[src/rtl/demux1to2_stream.sv]
// 1-to-2 stream demultiplexer feeding the ALU operand ports.
// Routes each accepted word into buffered channel A or B.
module demux1to2_stream_chan #(
  parameter int WIDTH = 4,
  parameter int DEPTH = 2
) (
  input  logic             clk,
  input  logic             rst,
  input  logic             push_i,
  input  logic [WIDTH-1:0] data_i,
  input  logic             ready_i,
  output logic             valid_o,
  output logic [WIDTH-1:0] data_o,
  output logic             full_o
);
  localparam int PW = $clog2(DEPTH);
  localparam int CW = PW + 1;

  logic [WIDTH-1:0] mem_q [DEPTH];
  logic [PW-1:0]    rd_q, rd_d;
  logic [PW-1:0]    wr_q, wr_d;
  logic [CW-1:0]    cnt_q, cnt_d;
  logic             pop;

  assign valid_o = (cnt_q != '0);
  assign full_o  = (cnt_q == CW'(DEPTH));
  assign data_o  = mem_q[rd_q];
  assign pop     = valid_o & ready_i;

  always_comb begin
    rd_d  = rd_q;
    wr_d  = wr_q;
    cnt_d = cnt_q;
    if (pop)
      rd_d = rd_q + PW'(1);
    if (push_i)
      wr_d = wr_q + PW'(1);
    unique case ({push_i, pop})
      2'b10:   cnt_d = cnt_q + CW'(1);
      2'b01:   cnt_d = cnt_q - CW'(1);
      default: cnt_d = cnt_q;
    endcase
  end

  always_ff @(posedge clk or posedge rst) begin
    if (rst) begin
      rd_q  <= '0;
      wr_q  <= '0;
      cnt_q <= '0;
      for (int i = 0; i < DEPTH; i++)
        mem_q[i] <= '0;
    end else begin
      rd_q  <= rd_d;
      wr_q  <= wr_d;
      cnt_q <= cnt_d;
      if (push_i)
        mem_q[wr_q] <= data_i;
    end
  end
endmodule

module demux1to2_stream #(
  parameter int WIDTH = 4,
  parameter int DEPTH = 2
) (
  input  logic             clk,
  input  logic             rst,
  input  logic [WIDTH-1:0] in_data,
  input  logic             in_sel,
  input  logic             in_valid,
  output logic             in_ready,
  input  logic             auto_mode,
  output logic [WIDTH-1:0] out_a_data,
  output logic             out_a_valid,
  input  logic             out_a_ready,
  output logic [WIDTH-1:0] out_b_data,
  output logic             out_b_valid,
  input  logic             out_b_ready,
  output logic             expect_b
);
  typedef enum logic {
    EXPECT_A = 1'b0,
    EXPECT_B = 1'b1
  } state_t;

  state_t state_q, state_d;
  logic   target;
  logic   full_a, full_b;
  logic   accept;
  logic   push_a, push_b;

  assign target   = auto_mode ? (state_q == EXPECT_B) : in_sel;
  assign in_ready = target ? ~full_b : ~full_a;
  assign accept   = in_valid & in_ready;
  assign push_a   = accept & ~target;
  assign push_b   = accept & target;
  assign expect_b = (state_q == EXPECT_B);

  always_comb begin
    state_d = state_q;
    if (!auto_mode)
      state_d = EXPECT_A;
    else if (accept)
      state_d = (state_q == EXPECT_A) ? EXPECT_B : EXPECT_A;
  end

  always_ff @(posedge clk or posedge rst) begin
    if (rst)
      state_q <= EXPECT_A;
    else
      state_q <= state_d;
  end

  demux1to2_stream_chan #(
    .WIDTH(WIDTH),
    .DEPTH(DEPTH)
  ) u_chan_a (
    .clk     (clk),
    .rst     (rst),
    .push_i  (push_a),
    .data_i  (in_data),
    .ready_i (out_a_ready),
    .valid_o (out_a_valid),
    .data_o  (out_a_data),
    .full_o  (full_a)
  );

  demux1to2_stream_chan #(
    .WIDTH(WIDTH),
    .DEPTH(DEPTH)
  ) u_chan_b (
    .clk     (clk),
    .rst     (rst),
    .push_i  (push_b),
    .data_i  (in_data),
    .ready_i (out_b_ready),
    .valid_o (out_b_valid),
    .data_o  (out_b_data),
    .full_o  (full_b)
  );
endmodule
[config.mk]
export PLATFORM = sky130hd
export DESIGN_NAME = demux1to2_stream
export DESIGN_NICKNAME = d
export VERILOG_FILES = /design/src/rtl/demux1to2_stream.sv
export SDC_FILE = /design/constraint.sdc
export NUM_CORES = 1
export LEC_CHECK = 0
export CAP_MARGIN = 20
export CORE_AREA = 2 2 73 75
export DETAILED_ROUTE_END_ITERATION = 8
export DIE_AREA = 0 0 75 77
export GPL_TIMING_DRIVEN = 1
export PLACE_DENSITY_LB_ADDON = 0.3
export SYNTH_ARGS = -nofsm -noshare
export SYNTH_HDL_FRONTEND = slang
export SYNTH_HIERARCHICAL = 1
export SYNTH_SLANG_ARGS = --single-unit
[constraint.sdc]
create_clock -name clk -period 2.7 [get_ports clk]
set_input_delay 0.54 -clock clk [delete_from_list [all_inputs] [get_ports clk]]
set_output_delay 0.54 -clock clk [all_outputs]
set_load 0.05 [all_outputs]
==> impl_metrics.tcl, run 1 <==
set metrics [dict create \
    seq_area_frac_synth_pct 53.25 \
    syn_area_um2 1175 \
    io_pins 23 \
    ys_warn_count 6 \
    tightest_slew_ns 0.5109 \
    fin_skew_ns 0.01035 \
    layout-drive-gt1-share_pct 33.04 \
    arrival_ns 1.86 \
    overflow 0 \
    die_x_um 75 \
    portBuffers 22 \
    fin_crit_sh_pct 88.94 \
    syn_inst 86 \
    synth_fp_nets 99 \
    synth_seq_cells 25 \
    maxCapViolCount 0 \
    die_y_um 77 \
    grt_pass1_wl_um 3933 \
    rsz0062_at_grt "false" \
    clock.fmax_mhz 416.4 \
    clockBufferDepth 2 \
    hold_buffers 0 \
    setup_viol 0 \
    wl_per_cell_um 12.38 \
    die_area_um2 5775 \
    wl_um 2254 \
    antenna_found_initial 0 \
    drt-pass1-iter-count 2 \
    max_slew_margin_pct 65.84 \
    cts-root-buf "clkbuf_8" \
    ant_nets 0 \
    cts_tree "yes" \
    routabilityCongestion 0.6902 \
    setup_tns_ns 0 \
    worstSkewPairLatency_ns 0.27 \
    diodes 0 \
    drc 0 \
    grtUsageTotal_pct 9.004 \
    endpoint_kind "primary output" \
    yosys.area.top_type "dfrtp_1" \
    synth_area_per_cell_um2 13.66 \
    path_clk_slew_ns 0.09 \
    cts_sinks 25 \
    worst-path-max-fanout 3 \
    routed_via_density 3.824 \
    critical_path_class "in -> out" \
    grt_max_degree 15 \
    htreeDepth 1 \
    cp.required_ns 2.16 \
    post-cts-setup-buffer-count 0 \
    grt_pass1_vias 798 \
    yosys.area.top_type_share_pct 53.25 \
    drtIter0Drc 7 \
    cp-start-kind "input port" \
    syn_to_final_growth_pct 30.99 \
    synth-edff-count 0 \
    min_period_ns 2.401 \
    synth.distinct_cells 18 \
    maxSlewViolCount 0 \
    async_flop_share_pct 100.0 \
    hold_viol_final 0 \
    hpwl_um 1721 \
    synthTopCellsByArea "dfrtp_1 (53%), mux2_2 (23%), xor2_1 (4.5%)" \
    nets 126 \
    hold_class "in -> async" \
    numCtsBuffers 3 \
    start_util_pct 23.60 \
    cts_resized 0 \
    synth_flop_cell "dfrtp_1" \
    reg2reg_slack_ns 0.79 \
    via_count 696 \
    num_rows 26 \
    status "completed" \
    core-area_um2 4977 \
]
## critical path, cell delays in order
cell	delay, ns
clkdlybuf4s50_1	0.49
mux2i_1	0.31
mux2i_1	0.33
buf_12	0.18
## per-layer routing
metal | vias to the layer above | share of wire [%] | GRT usage (%)
li1 | 337 | - | -
met3 | 2 | 3.9 | 2.234
met1 | 341 | 50 | 12.34
met2 | 16 | 45 | 13.86
met4 | 0 | 0.67 | 2.679
met5 | - | 0 | 0
## flip-flops by register name, indices dropped and copies added, names as in the netlist
signal and cells:
u_chan_a/wr_q 1, u_chan_b/rd_q 1, u_chan_a/rd_q 1, u_chan_b/wr_q 1, u_chan_a/cnt_q 2, u_chan_b/mem_q 8, u_chan_a/mem_q 8, expect_b 1
u_chan_b/cnt_q 2
## final timing paths
kind | start | to | depth (start not counted)
worst max register to register | u_chan_b/cnt_q[0] | u_chan_b/cnt_q[1] | 7
max in group asynchronous | rst | u_chan_b/cnt_q[0] | 2
min in group clk | u_chan_a/cnt_q[1] | u_chan_a/cnt_q[1] | 1
worst min-delay path | rst | expect_b | 2
worst max-delay path | auto_mode | in_ready | 4
worst min register to register | u_chan_a/cnt_q[1] | u_chan_a/cnt_q[1] | 1
## Yosys cell counts, drive strengths merged (2+ instances only)
library cell and instances:
dfrtp 25, mux2 24, xor2 6, inv 5, nor2 5, xnor2 4, and2 2, and2b 2
ha 2, mux2i 2, nand2 2, or2 2
## logic make-up (layout without fill, tap and decap cells)
logic type | count (synthesis) | in the layout | synth area share [%]
compound gates | 1 | 1 | 0.4256
xor+xnor | 10 | 10 | 7.454
fa+ha+maj | 2 | 2 | 2.130
buf+inv | 5 | 31 | 1.598
flops | 25 | 25 | 53.25
mux | 26 | 26 | 24.71
simple gates | 17 | 17 | 10.44
## stage by stage
stage	cells	hold slack, ns	util, %	worst slack, ns	area (um2)
CTS	182	0.4539	30.92	0.2795	1539
floorplan	86	0.2687	-	0.3961	1175
detailed placement	178	0.4806	29.99	0.2612	1493
finish	182	0.4560	30.92	0.2986	1539
global placement	178	0.4749	29.99	0.3508	1493
global route	182	0.4933	30.92	0.1673	1539
## area by class of cell
class | count | area (um2)
flip-flops and latches | 25 | 625.6
inverters | 5 | 18.77
fillers | 511 | 3438
well taps | 70 | 87.58
clock buffers | 3 | 41.29
multi-input cells | 56 | 530.5
repair buffers | 22 | 230.2
clock inverters | 1 | 5.005
## cell usage in the layout (no fill, tap or decap), types with 2 or more instances in the layout
master,synthesis,final
nand2_1,2,2
xnor2_1,4,4
xor2_1,6,6
or2_4,2,2
and2_4,2,2
clkbuf_8,0,3
nor2_4,2,2
mux2i_1,2,2
nor2_1,3,3
ha_1,2,2
inv_1,5,5
mux2_2,24,24
and2b_2,2,2
clkdlybuf4s50_1,0,21
dfrtp_1,25,25
Power of run 1 is not shown: default switching activity piles up to over one toggle a cycle in this logic, so the estimate is an artifact.
==> run 2: changes to the inputs <==
--- a/config.mk
+++ b/config.mk
@@ -17 +17,2 @@
 export SYNTH_SLANG_ARGS = --single-unit
+export TNS_END_PERCENT = 5
--- a/constraint.sdc
+++ b/constraint.sdc
@@ -3,2 +3,2 @@
 set_output_delay 0.54 -clock clk [all_outputs]
-set_load 0.05 [all_outputs]
+set_load 0.1 [all_outputs]
==> impl_metrics.tcl, run 2 (synthesis gave the netlist of run 1 again) <==
set metrics [dict create \
    status "completed" \
    num_rows 26 \
    layout-drive-gt1-share_pct 42.86 \
    routabilityCongestion 0.6828 \
    grt_pass1_vias 842 \
    start_util_pct 23.60 \
    cts_resized 0 \
    io_pins 23 \
    rsz0062_at_grt "false" \
    min_period_ns 2.488 \
    path_clk_slew_ns 0.08 \
    arrival_ns 1.95 \
    portBuffers 22 \
    overflow 0 \
    via_count 710 \
    nets 126 \
    layout_commonest_cell "dfrtp_1" \
    slowest_stage "clkdlybuf4s50_1" \
    critPathBufInv 2 \
    die_y_um 77 \
    cp-start-kind "input port" \
    maxCapViolCount 0 \
    worst-path-max-fanout 3 \
    cp.required_ns 2.16 \
    diodes 0 \
    worstPathCellList "clkdlybuf4s50_1 -> mux2i_1 -> mux2i_4 -> buf_12" \
    die_x_um 75 \
    mostFrequentLayoutCells "dfrtp_1 (25), mux2_2 (24), buf_4 (11)" \
    clock.fmax_mhz 401.9 \
    htreeDepth 1 \
    critical_path.max_stage_delay_ns 0.49 \
    reg2reg_slack_ns 0.81 \
    ant_nets 0 \
    antenna_found_initial 0 \
    cts_sinks 25 \
    post-cts-setup-buffer-count 0 \
    crit_family "multiplexers" \
    fin_skew_ns 0.001480 \
    max_slew_margin_pct 68.19 \
    hold_buffers 0 \
    hold_class "in -> async" \
    cts-root-buf "clkbuf_8" \
    hpwl_um 1771 \
    drc 0 \
    cts_tree "yes" \
    grtUsageTotal_pct 8.889 \
    drtIter0Drc 3 \
    rr_worst_depth 7 \
    grt_pass1_wl_um 3898 \
    wl_um 2228 \
    maxSlewViolCount 0 \
    tightest_slew_ns 0.4766 \
    drt-pass1-iter-count 2 \
    core-area_um2 4977 \
    clockBufferDepth 2 \
    setup_viol 0 \
    critical_path_class "in -> out" \
    setup_tns_ns 0 \
    hold_viol_final 0 \
    fin_crit_sh_pct 92.16 \
    r2r_end "u_chan_b/cnt_q[1]" \
    syn_to_final_growth_pct 29.61 \
    endpoint_kind "primary output" \
    numCtsBuffers 3 \
    top_regs "u_chan_a/mem_q: 8 flops, u_chan_b/mem_q: 8 flops" \
    wl_per_cell_um 12.24 \
    critical_path.reg2reg.startpoint "u_chan_b/cnt_q[0]" \
    routed_via_density 3.901 \
    grt_max_degree 14 \
    die_area_um2 5775 \
    worstSkewPairLatency_ns 0.26 \
]
## run 2: cell type report
type	count	area (um2)
fill	487	3455
clock buffer	4	45.04
multi-input combinational	56	543.0
tap	70	87.58
timing repair buffer	22	202.7
inverter	5	18.77
sequential	25	625.6
## run 2: how the worst max path moves through the flow
stage / from / end / cells after the start
3_5_place_dp: auto_mode / u_chan_a/cnt_q[1] / 7
6_report: auto_mode / in_ready / 4
5_1_grt: auto_mode / in_ready / 4
4_1_cts: auto_mode / in_ready / 4
3_3_place_gp: auto_mode / u_chan_a/cnt_q[1] / 7
2_1_floorplan: expect_b / in_ready / 2
## run 2: metal layers
layer	track usage, %	wire, um	part of all wire (%)
met1	10.98	963	43
met2	14.74	1177	53
met3	1.708	70	3.1
met4	3.750	15	0.67
met5	0	0	0
## run 2: worst register-to-register path, stage by stage, from the launching register on
cell and delay (ns):
dfrtp_1 0.42, and2b_2 0.26, nand2b_1 0.17, nor2_1 0.21
inv_1 0.13, ha_1 0.34, nor2_1 0.14, xor2_1 0.15
## run 2: metrics by stage
step	instance area [um2]	cells	utilization (%)	hold WS, ns	worst slack (ns)
after floorplan	1187	86	-	0.2687	0.1710
after global placement	1478	178	29.69	0.4761	0.2338
after detailed placement	1478	178	29.69	0.4825	0.1895
after CTS	1523	182	30.59	0.4530	0.2103
after global routing	1523	182	30.59	0.4573	0.1254
final	1523	182	30.59	0.4639	0.2117
Power of run 2 is left out for the same reason.
==> run 3: changes to the inputs <==
Settings changed: ABC_AREA set to 0, CORE_AREA 2 2 73 75 to 4 4 75 77, DIE_AREA 0 0 75 77 to 0 0 79 81.
==> impl_metrics.tcl, run 3 (synthesis gave the netlist of run 1 again) <==
set metrics [dict create \
    tightest_slew_ns 0.4364 \
    rr_worst_depth 7 \
    critPathBufInv 2 \
    clockBufferDepth 2 \
    hpwl_um 1747 \
    clock.fmax_mhz 397.4 \
    nets 126 \
    hold_class "in -> async" \
    ant_nets 0 \
    layout_commonest_cell "dfrtp_1" \
    syn_to_final_growth_pct 29.71 \
    critical_path_class "in -> out" \
    die_x_um 79 \
    reg2reg_slack_ns 0.79 \
    drtIter0Drc 25 \
    grt_pass1_wl_um 3891 \
    crit_family "multiplexers" \
    min_period_ns 2.516 \
    layout-drive-gt1-share_pct 43.75 \
    via_count 700 \
    core-area_um2 5010 \
    wl_um 2216 \
    wl_per_cell_um 12.18 \
    maxCapViolCount 0 \
    fin_skew_ns 0.006982 \
    maxSlewViolCount 0 \
    cts-root-buf "clkbuf_8" \
    hold_viol_final 0 \
    cp.required_ns 2.16 \
    routed_via_density 3.846 \
    rsz0062_at_grt "false" \
    cts_resized 0 \
    overflow 0 \
    setup_viol 0 \
    critical_path.reg2reg.startpoint "u_chan_b/cnt_q[0]" \
    start_util_pct 23.45 \
    grtUsageTotal_pct 7.803 \
    setup_tns_ns 0 \
    worstSkewPairLatency_ns 0.27 \
    drc 0 \
    hold_buffers 0 \
    grt_max_degree 15 \
    cp-start-kind "input port" \
    num_rows 26 \
    worst-path-max-fanout 3 \
    portBuffers 22 \
    status "completed" \
    multi_input_area_um2 543.0 \
    max_slew_margin_pct 70.08 \
    numCtsBuffers 3 \
    worstPathCellList "clkdlybuf4s50_1 -> mux2i_1 -> mux2i_4 -> buf_12" \
    die_area_um2 6399 \
    startpoint "auto_mode" \
    drt-pass1-iter-count 4 \
    cp.depth 4 \
    critical_path.max_stage_delay_ns 0.49 \
    diodes 0 \
    fin_crit_sh_pct 93.19 \
    path_clk_slew_ns 0.09 \
    r2r_end "u_chan_b/cnt_q[1]" \
    top_regs "u_chan_a/mem_q: 8 flops, u_chan_b/mem_q: 8 flops" \
    mostFrequentLayoutCells "dfrtp_1 (25), mux2_2 (24), buf_4 (11)" \
    io_pins 23 \
    cts_sinks 25 \
    fillCellCount 533 \
    grt_pass1_vias 829 \
    endpoint_kind "primary output" \
    cts_tree "yes" \
    die_y_um 81 \
    post-cts-setup-buffer-count 0 \
    regArea_um2 625.6 \
    cp-endpoint "in_ready" \
    htreeDepth 1 \
    arrival_ns 1.98 \
    slowest_stage "clkdlybuf4s50_1" \
    antenna_found_initial 0 \
    routabilityCongestion 0.7107 \
]
-- run 3: cell count changes in the layout (fill, tap and decap cells not counted) --
cell,previous run,this run
clkinv_2,0,1
clkbuf_1,1,0
-- run 3: worst register-to-register path, stage by stage (launching register included) --
cell,delay [ns]
dfrtp_1,0.42
and2b_2,0.26
nand2b_1,0.16
nor2_1,0.23
inv_1,0.13
ha_1,0.34
nor2_1,0.15
xor2_1,0.15
-- run 3: through the flow --
step / cells / setup slack (ns) / instance area, um2 / util, % / hold slack, ns
after detailed placement: 178 / 0.1313 / 1478 / 29.50 / 0.4818
final: 182 / 0.1838 / 1524 / 30.42 / 0.4602
after global routing: 182 / 0.1345 / 1524 / 30.42 / 0.4648
after global placement: 178 / 0.2281 / 1478 / 29.50 / 0.4784
after floorplan: 86 / 0.1710 / 1187 / - / 0.2687
after CTS: 182 / 0.1788 / 1524 / 30.42 / 0.4542
-- run 3: worst min path at each step --
stage                   endpoint  cells past startpoint
2_1_floorplan           expect_b                      1
3_3_place_gp   u_chan_a/cnt_q[1]                      1
3_5_place_dp   u_chan_a/cnt_q[1]                      1
4_1_cts                 expect_b                      2
5_1_grt                 expect_b                      2
6_report                expect_b                      2
-- run 3: layout make-up --
type                       count  share of cell area [%]
multi-input combinational     56                   35.63
timing repair buffer          22                   13.30
tap                           70                   5.747
clock inverter                 1                  0.3284
inverter                       5                   1.232
sequential                    25                   41.05
clock buffer                   3                   2.709
-- run 3: metal layers --
metal | up-vias | global-route usage (%) | wire length, um | part of all wire, %
li1 | 339 | - | - | -
met1 | 344 | 9.569 | 997 | 45
met2 | 15 | 12.88 | 1087 | 49
met3 | 2 | 1.663 | 105 | 4.7
met4 | 0 | 4.124 | 27 | 1.2
met5 | - | 0 | 0 | 0
Power of run 3 is left out for the same reason.
